$ cat config.mk
export PLATFORM = sky130hd
export DESIGN_NAME = fetch_unit
export DESIGN_NICKNAME = d
export VERILOG_FILES = /design/src/rtl/fetch_unit.sv
export SDC_FILE = /design/constraint.sdc
export NUM_CORES = 1
export LEC_CHECK = 0
export CELL_PAD_IN_SITES_DETAIL_PLACEMENT = 1
export CELL_PAD_IN_SITES_GLOBAL_PLACEMENT = 1
export CORE_ASPECT_RATIO = 0.5
export CORE_MARGIN = 5
export CORE_UTILIZATION = 41
export CTS_CLUSTER_SIZE = 14
export DETAILED_ROUTE_END_ITERATION = 10
export MAX_ROUTING_LAYER = met4
export PLACE_DENSITY_LB_ADDON = 0.2
export REMOVE_ABC_BUFFERS = 1
export SYNTH_ARGS = -nofsm -noshare
export SYNTH_HDL_FRONTEND = slang
export SYNTH_SLANG_ARGS = --single-unit
$ cat constraint.sdc
create_clock -name clk -period 5.25 [get_ports clk]
set_clock_uncertainty 0.2 [all_clocks]
set_input_delay 0.7875 -clock clk [delete_from_list [all_inputs] [get_ports clk]]
set_output_delay 0.7875 -clock clk [all_outputs]
set_load 0.02 [all_outputs]
$ cat src/rtl/fetch_unit.sv
// Instruction-fetch stage: owns the PC, runs a req/ack fetch to instruction memory,
// buffers the returned word for IF/ID and applies ID redirects with delay-slot semantics.
module fetch_unit #(
  parameter logic [31:0] RESET_PC = 32'h0000_3000,
  localparam int unsigned XLEN = 32
) (
  input  logic            clk,
  input  logic            reset,
  input  logic            stall,
  input  logic            redirect,
  input  logic [XLEN-1:0] redirect_pc,
  output logic            im_req,
  output logic [XLEN-1:0] im_addr,
  input  logic            im_ack,
  input  logic [XLEN-1:0] im_rdata,
  output logic [XLEN-1:0] Instr_IF,
  output logic [XLEN-1:0] PC_IF,
  output logic [XLEN-1:0] PC4_IF,
  output logic            valid_IF,
  output logic            adel_IF
);

  localparam logic [XLEN-1:0] WORD_STEP = XLEN'(4);

  typedef enum logic [1:0] {
    FETCH = 2'd0,
    READY = 2'd1,
    ERR   = 2'd2
  } state_t;

  state_t          state, state_nx;
  logic [XLEN-1:0] pc, pc_nx;
  logic [XLEN-1:0] buf_word, buf_word_nx;
  logic            pend_v, pend_v_nx;
  logic [XLEN-1:0] pend_pc, pend_pc_nx;
  logic [XLEN-1:0] target_c;
  logic            take_target_c;

  // Next-pc priority on a hand-off: live redirect, then latched redirect, then sequential.
  always_comb begin
    target_c = pc + WORD_STEP;
    if (redirect) begin
      target_c = redirect_pc;
    end else if (pend_v) begin
      target_c = pend_pc;
    end
  end

  always_comb begin
    state_nx      = state;
    pc_nx         = pc;
    buf_word_nx   = buf_word;
    pend_v_nx     = pend_v;
    pend_pc_nx    = pend_pc;
    take_target_c = 1'b0;

    unique case (state)
      FETCH: begin
        // im_req gates the ack so nothing is accepted in the first cycle after reset.
        if (im_ack && im_req) begin
          buf_word_nx = im_rdata;
          state_nx    = READY;
        end
        if (redirect) begin
          pend_v_nx  = 1'b1;
          pend_pc_nx = redirect_pc;
        end
      end
      READY, ERR: begin
        if (stall) begin
          if (redirect) begin
            pend_v_nx  = 1'b1;
            pend_pc_nx = redirect_pc;
          end
        end else begin
          // An error marker with no new target stays parked at its pc.
          take_target_c = (state == READY) || redirect || pend_v;
        end
      end
      default: begin
        state_nx = FETCH;
      end
    endcase

    if (take_target_c) begin
      pc_nx     = target_c;
      pend_v_nx = 1'b0;
      state_nx  = (target_c[1:0] != 2'b00) ? ERR : FETCH;
    end
  end

  always_ff @(posedge clk or negedge reset) begin
    if (!reset) begin
      state    <= FETCH;
      pc       <= RESET_PC;
      buf_word <= '0;
      pend_v   <= 1'b0;
      pend_pc  <= '0;
    end else begin
      state    <= state_nx;
      pc       <= pc_nx;
      buf_word <= buf_word_nx;
      pend_v   <= pend_v_nx;
      pend_pc  <= pend_pc_nx;
    end
  end

  // Outputs registered from next-state so ack->valid and hand-off->req are one cycle each.
  always_ff @(posedge clk or negedge reset) begin
    if (!reset) begin
      im_req   <= 1'b0;
      im_addr  <= {RESET_PC[XLEN-1:2], 2'b00};
      Instr_IF <= '0;
      PC_IF    <= RESET_PC;
      PC4_IF   <= RESET_PC + WORD_STEP;
      valid_IF <= 1'b0;
      adel_IF  <= 1'b0;
    end else begin
      im_req   <= (state_nx == FETCH);
      im_addr  <= {pc_nx[XLEN-1:2], 2'b00};
      Instr_IF <= (state_nx == READY) ? buf_word_nx : '0;
      PC_IF    <= pc_nx;
      PC4_IF   <= pc_nx + WORD_STEP;
      valid_IF <= (state_nx != FETCH);
      adel_IF  <= (state_nx == ERR);
    end
  end

endmodule

# After elaboration in Yosys (flattened, before gate mapping)
# Cells that the tools add are included.
# totals
output_inout_bits	131
regBits	196
input_bits	69
# classes
reduce_logical	12
n_mux	19
n_addsub	2
eq_ne	6
# ops
operator	count
$mux W32	8
$add A32 B3 Y32 const B	2
$pmux W32 S2	1
$mux W2	3
$reduce_bool A2 Y1	3
$mux W1	5
$eq A2 B1 Y1 const B	2
$eq A2 B2 Y1 const B	2
$logic_not A2 Y1	2
$pmux W2 S2	1
$reduce_and A2 Y1	2
$ne A3 B3 Y1 const B	1
$reduce_bool A3 Y1	1
$logic_or A1 B1 Y1	2
$ne A2 B2 Y1 const B	1
$pmux W1 S2	1
$reduce_or A2 Y1	1
$logic_and A1 B1 Y1	1

# Depth between registers and ports, before layout
# Gate-level depths: netlist of run 1.
# depth
ltp_word	8
mapped_depth	14

# Least setup slack after synthesis of run 1
# OpenSTA, ideal clock, no wires.
# synth_timing
kind	input port to flip-flop
from	in redirect
to	reg PC4_IF[16]
stages	11
setup_time_ps	79
arrival_time_ps	3041
slack_ps	1930
path_buffers	3
cell_sequence	or3_1 buf_2 nand2_1 buf_2 buf_1 a21o_1 ha_1 nand3_1 or2_2 nor3b_2 xor2_1
# synth_between
elab_chain_len	6
elab_cells_between_ends	7
cone_classes	add/sub (1); mux (4); reduce/logical (2)
# synth_lines
item	line	rtl
start, declared	10	input logic redirect,
$logic_or A1 B1 Y1 (2 in series)	77	take_target_c = (state == READY) || redirect || pend_v;
$mux W1	70	if (stall) begin
$mux W1	57	unique case (state)
$mux W32 *	85	if (take_target_c) begin
named net pc_nx[2]	32	logic [XLEN-1:0] pc, pc_nx;
$add A32 B3 Y32 *	123	PC4_IF <= pc_nx + WORD_STEP;
end signal, assigned	115	PC4_IF <= RESET_PC + WORD_STEP;
end signal, assigned	123	
end, declared	18	output logic [XLEN-1:0] PC4_IF,
# Mark *: on every way through the listed nets, which the timed path passes. The rest lies on a longest branch.
# A chain may end at the register's enable or synchronous reset.

# Final worst setup path of run 1
# layout_timing
from	reg pend_v
to	reg PC4_IF[28]
# layout_between
elab_chain_len	5
elab_cells_between_ends	7
cone_classes	add/sub (1); mux (5); reduce/logical (1)
# layout_lines
item	line	rtl
start, declared	34	logic pend_v, pend_v_nx;
start signal, assigned	103	pend_v <= pend_v_nx;
$logic_or A1 B1 Y1	77	
$mux W1	70	
$mux W1	57	
$mux W32 *	85	
named net pc_nx[23]	32	
$add A32 B3 Y32 *	123	
# Marks and branches as above.

==> results of run 1 <==
## worst max path at each step
stage          startpoint  slack [ps]    endpoint
5_1_grt            pend_v         510  PC4_IF[28]
3_5_place_dp     redirect         500  PC4_IF[28]
3_3_place_gp     redirect         680  PC4_IF[31]
2_1_floorplan       stall        1250  PC4_IF[31]
6_report           pend_v         700  PC4_IF[28]
4_1_cts            pend_v         710  PC4_IF[28]
## logic make-up (layout without fill, tap and decap cells)
| kind of cell | Yosys count | after routing |
|---|---|---|
| compound gates | 131 | 131 |
| fa+ha+maj | 5 | 5 |
| mux | 73 | 73 |
| other cells | 1 | 2 |
| xor+xnor | 31 | 31 |
| buf+inv | 85 | 261 |
| simple gates | 197 | 197 |
| flops | 164 | 164 |
## stage by stage
stage,std cells,hold WS [ps],worst slack [ps]
2_1_floorplan,618,251,1250
3_3_place_gp,1091,273,684
4_1_cts,1123,234,708
6_report,1123,203,696
5_1_grt,1123,259,511
3_5_place_dp,1091,279,498
## sequential cells by signal (all words and copies together), names as in the netlist
| signal | count |
|---|---|
| Instr_IF | 32 |
| PC4_IF | 32 |
| PC_IF | 29 |
| adel_IF | 1 |
| buf_word | 32 |
| im_addr | 1 |
| im_req | 1 |
| pend_pc | 32 |
| pend_v | 1 |
| state | 2 |
| valid_IF | 1 |
## area by class of cell
type	count	area [sq um]
sequential	164	4110
clock inverter	13	139
clock buffer	19	453
multi-input combinational	439	3240
inverter	15	56.3
fill	1977	8150
tap	259	324
timing repair buffer	214	2100
## layout by cell type, fill, tap and decap left out, drive strengths merged, types with 20 or more instances in the layout
cell type / instances
nor2: 27
a21oi: 32
clkdlybuf4s50: 196
and3: 41
mux2: 64
xnor2: 20
o21ai: 21
nand2: 36
dfrtp: 159
inv: 22
## routing by layer
| metal | part of all wire, % | track usage, % | wire length [um] | vias up |
|---|---|---|---|---|
| li1 | - | - | - | 2793 |
| met1 | 43 | 29.1 | 10600 | 3232 |
| met2 | 49 | 38.3 | 12000 | 191 |
| met3 | 7.5 | 7.13 | 1850 | 28 |
| met4 | 1.2 | 5.73 | 295 | 0 |
| met5 | 0 | - | 0 | - |
## power groups by stage
stage / Clock [mW] / Combinational (mW) / Sequential, mW
after detailed placement: 0 / 3.36 / 2.36
after global routing: 1.35 / 3.60 / 2.43
after global placement: 0 / 3.29 / 2.33
after floorplan: 0 / 1.31 / 2.78
after CTS: 1.30 / 3.39 / 2.35
final: 1.27 / 3.36 / 2.34
==> results.md, run 1 <==
* Total power at roughly 7.0 mW
* Pin slew with the least headroom to its limit at around 1100 ps
* Ranking of synthesized cells by area: sky130_fd_sc_hd__dfrtp_1 (51%), sky130_fd_sc_hd__mux2_2 (9.2%), sky130_fd_sc_hd__buf_4 (3.4%), sky130_fd_sc_hd__and3_1 (3.3%), sky130_fd_sc_hd__xnor2_1 (2.2%)
* Net switching power at 2.86 mW
* CTS-repair resized insts at 0
* Post-synth EDFFs at 0
* Worst hold-check path type: primary input to asynchronous set/reset pin
* Final count of pins violating max slew at 0
* Sequential fraction of design power at 33.6%
* Post-CTS setup buffers at 0
* WP data required at approximately 5400 ps
* Kind of cell adding the most delay to the critical path: simple AND/OR/NAND/NOR gates
* CTS clock-pin slew for the worst setup and hold paths at ~70 ps
* Detailed placer's ending HPWL at approximately 18,000 um
* Vert. Die Dim at 108 um
* Utilization after layout at 56.1%
* Via count at between 6,000 and 7,000
* Final-layout setup total negative slack at 0 ps
* Root buffer selected by CTS: sky130_fd_sc_hd__clkbuf_16
* Final Instance Area at around 10,000 sq um
* Routed Wire Length at between 20,000 and 25,000 um
* Setup repair after global routing missed its margin: false
* Combinational Power Share at about 48%
* FFs w/ async S/R, synth at 100%
* Internal Pwr Total at 4.12 mW
* List of cells traversed by the critical path: nor3_1, nor2_2, buf_4, nand3b_1, o311ai_1, nand4_1, nor3b_2, nand4_1, xnor2_1
* Synthesized-area fraction occupied by adder cells at less than 1%
* Number of distinct library cell variants in the gate-level netlist after synthesis at 74
* Slowest cell on the critical path: sky130_fd_sc_hd__dfrtp_1
* Largest net degree at the start of global routing at 87
* # diodes at 0
* Routed length per instance at between 20 and 25 um
* Final worst path period share at 86.7%
* Fraction of synthesized cell area taken by the top area cell type at between 50% and 60%
* Final Hold Viols at 0
* Max Clock Freq at ~0.22 GHz
* Most common flop cell mapped by yosys: sky130_fd_sc_hd__dfrtp_1
* Minimum period implied by the final worst setup slack at between 4000 and 5000 ps
* Maximum clock insertion buffer count at 2
* DRC Markers at 0
* Reported max-cap violation count at 0
* 1st-pass router iterations at 5
* Number of synthesized register bits at approximately 160
* Initial DRC count at 293
* Post-synthesis share of cell area spent on xor and xnor gates at under 10%
* GRT overflow at 0
* Largest family of logic cells by synthesized area: simple AND/OR/NAND/NOR gates
* Top cell by count, worst path: sky130_fd_sc_hd__nand4_1
* Source-to-sink clock delay at the later pin of the worst-skew pair at about 430 ps
* Global-route wire length before repair at between 30,000 and 40,000 um
* Multiplexer share of the synthesized area at between 10% and 20%
* Worst-case reg-to-reg path depth at 9
* Kind of end point of the critical path: flop
* Layout overhead on the synthesized area at 33.5%
* IO buf count at about 200
* Die outline area at 22,100 sq um
* IO Pins at 200
* Most repeated cell in the gate-level netlist after synthesis: sky130_fd_sc_hd__dfrtp_1
* Routability congestion estimate from global placement at around 0.89
* Flop2flop setup slack at 700 ps
* Post-synthesis cell type with the largest combined area: sky130_fd_sc_hd__dfrtp_1
* Starting density of the core at a little over two fifths
* Startpoint kind of the worst setup timing path: flop
* GRT Resource Usage Total at between 20% and 30%
* Pwr per Cell Area at ~670 nW/um^2
* Largest stage delay on the critical path at about 1100 ps
* Sequential element share of the synthesized area at roughly 53%
* Netlist area before placement at roughly 7800 sq um
* Net total in the final layout at 925
* Number of instances in the synthesized netlist at 687
* Number of setup violations in the final report at 0
* Avg Vias per Cell at about 5.6
* H-Tree Depth at 4
* Ratio of cells with drive above 1 in the final layout at 16.6%
* Largest voltage drop on the vdd net at just over 0.3 mV
* Path length in cells of the critical path at 9
* Number of antenna violations at the first check in global routing at 0
* Startpoint-to-endpoint class of the critical path: flop to flop
* Outcome: finished clean
* Synth Area in Compound Gates at 11.4%
* Reg-to-reg endpoint: PC4_IF[28]
* Die extent in x at ~210 um
* CTS sink count at ~160
* Antenna Nets Post-Route at 0
* Critical path peak fanout at 28
* Synthesized area per cell at about 11 sq um
* Crit path arrival time at ~4700 ps
* Fraction of power consumed by the clock network at 18.2%
* Hold buffers post-CTS at 0
* Num CTS Buffers at 17
* Floorplan core area at about 19,000 sq um
* Switching power as a share of total power at 41.0%
* Number of standard-cell rows in the floorplan at 35
* TritonCTS clock tree: yes
* Placed cell areas at 9830 sq um
* Via count of the first global-routing pass at 6,812
* Basic-gate share of the synthesized area counting and, or, nand and nor cells at between 10% and 20%
* LEAKAGE at 4.41 nW
* Count of buffering cells on the critical path with inverters included at 1
* Slew HR at between 20% and 30%
* Leading cell types by count after synthesis: sky130_fd_sc_hd__dfrtp_1 (159), sky130_fd_sc_hd__mux2_2 (64), sky130_fd_sc_hd__and3_1 (41)
* Warnings from Yosys at 0
* FF-to-FF Start: pend_v
(Power assumes the default switching activity.)
==> inputs of run 2 (changes only) <==
--- a/config.mk
+++ b/config.mk
@@ -5,6 +5,7 @@
 export SDC_FILE = /design/constraint.sdc
 export NUM_CORES = 1
 export LEC_CHECK = 0
+export ABC_CLOCK_PERIOD_IN_PS = 5250
 export CELL_PAD_IN_SITES_DETAIL_PLACEMENT = 1
 export CELL_PAD_IN_SITES_GLOBAL_PLACEMENT = 1
 export CORE_ASPECT_RATIO = 0.5
==> results of run 2 <==
No change in the layout: final DEF, timing and power equal those of run 1.
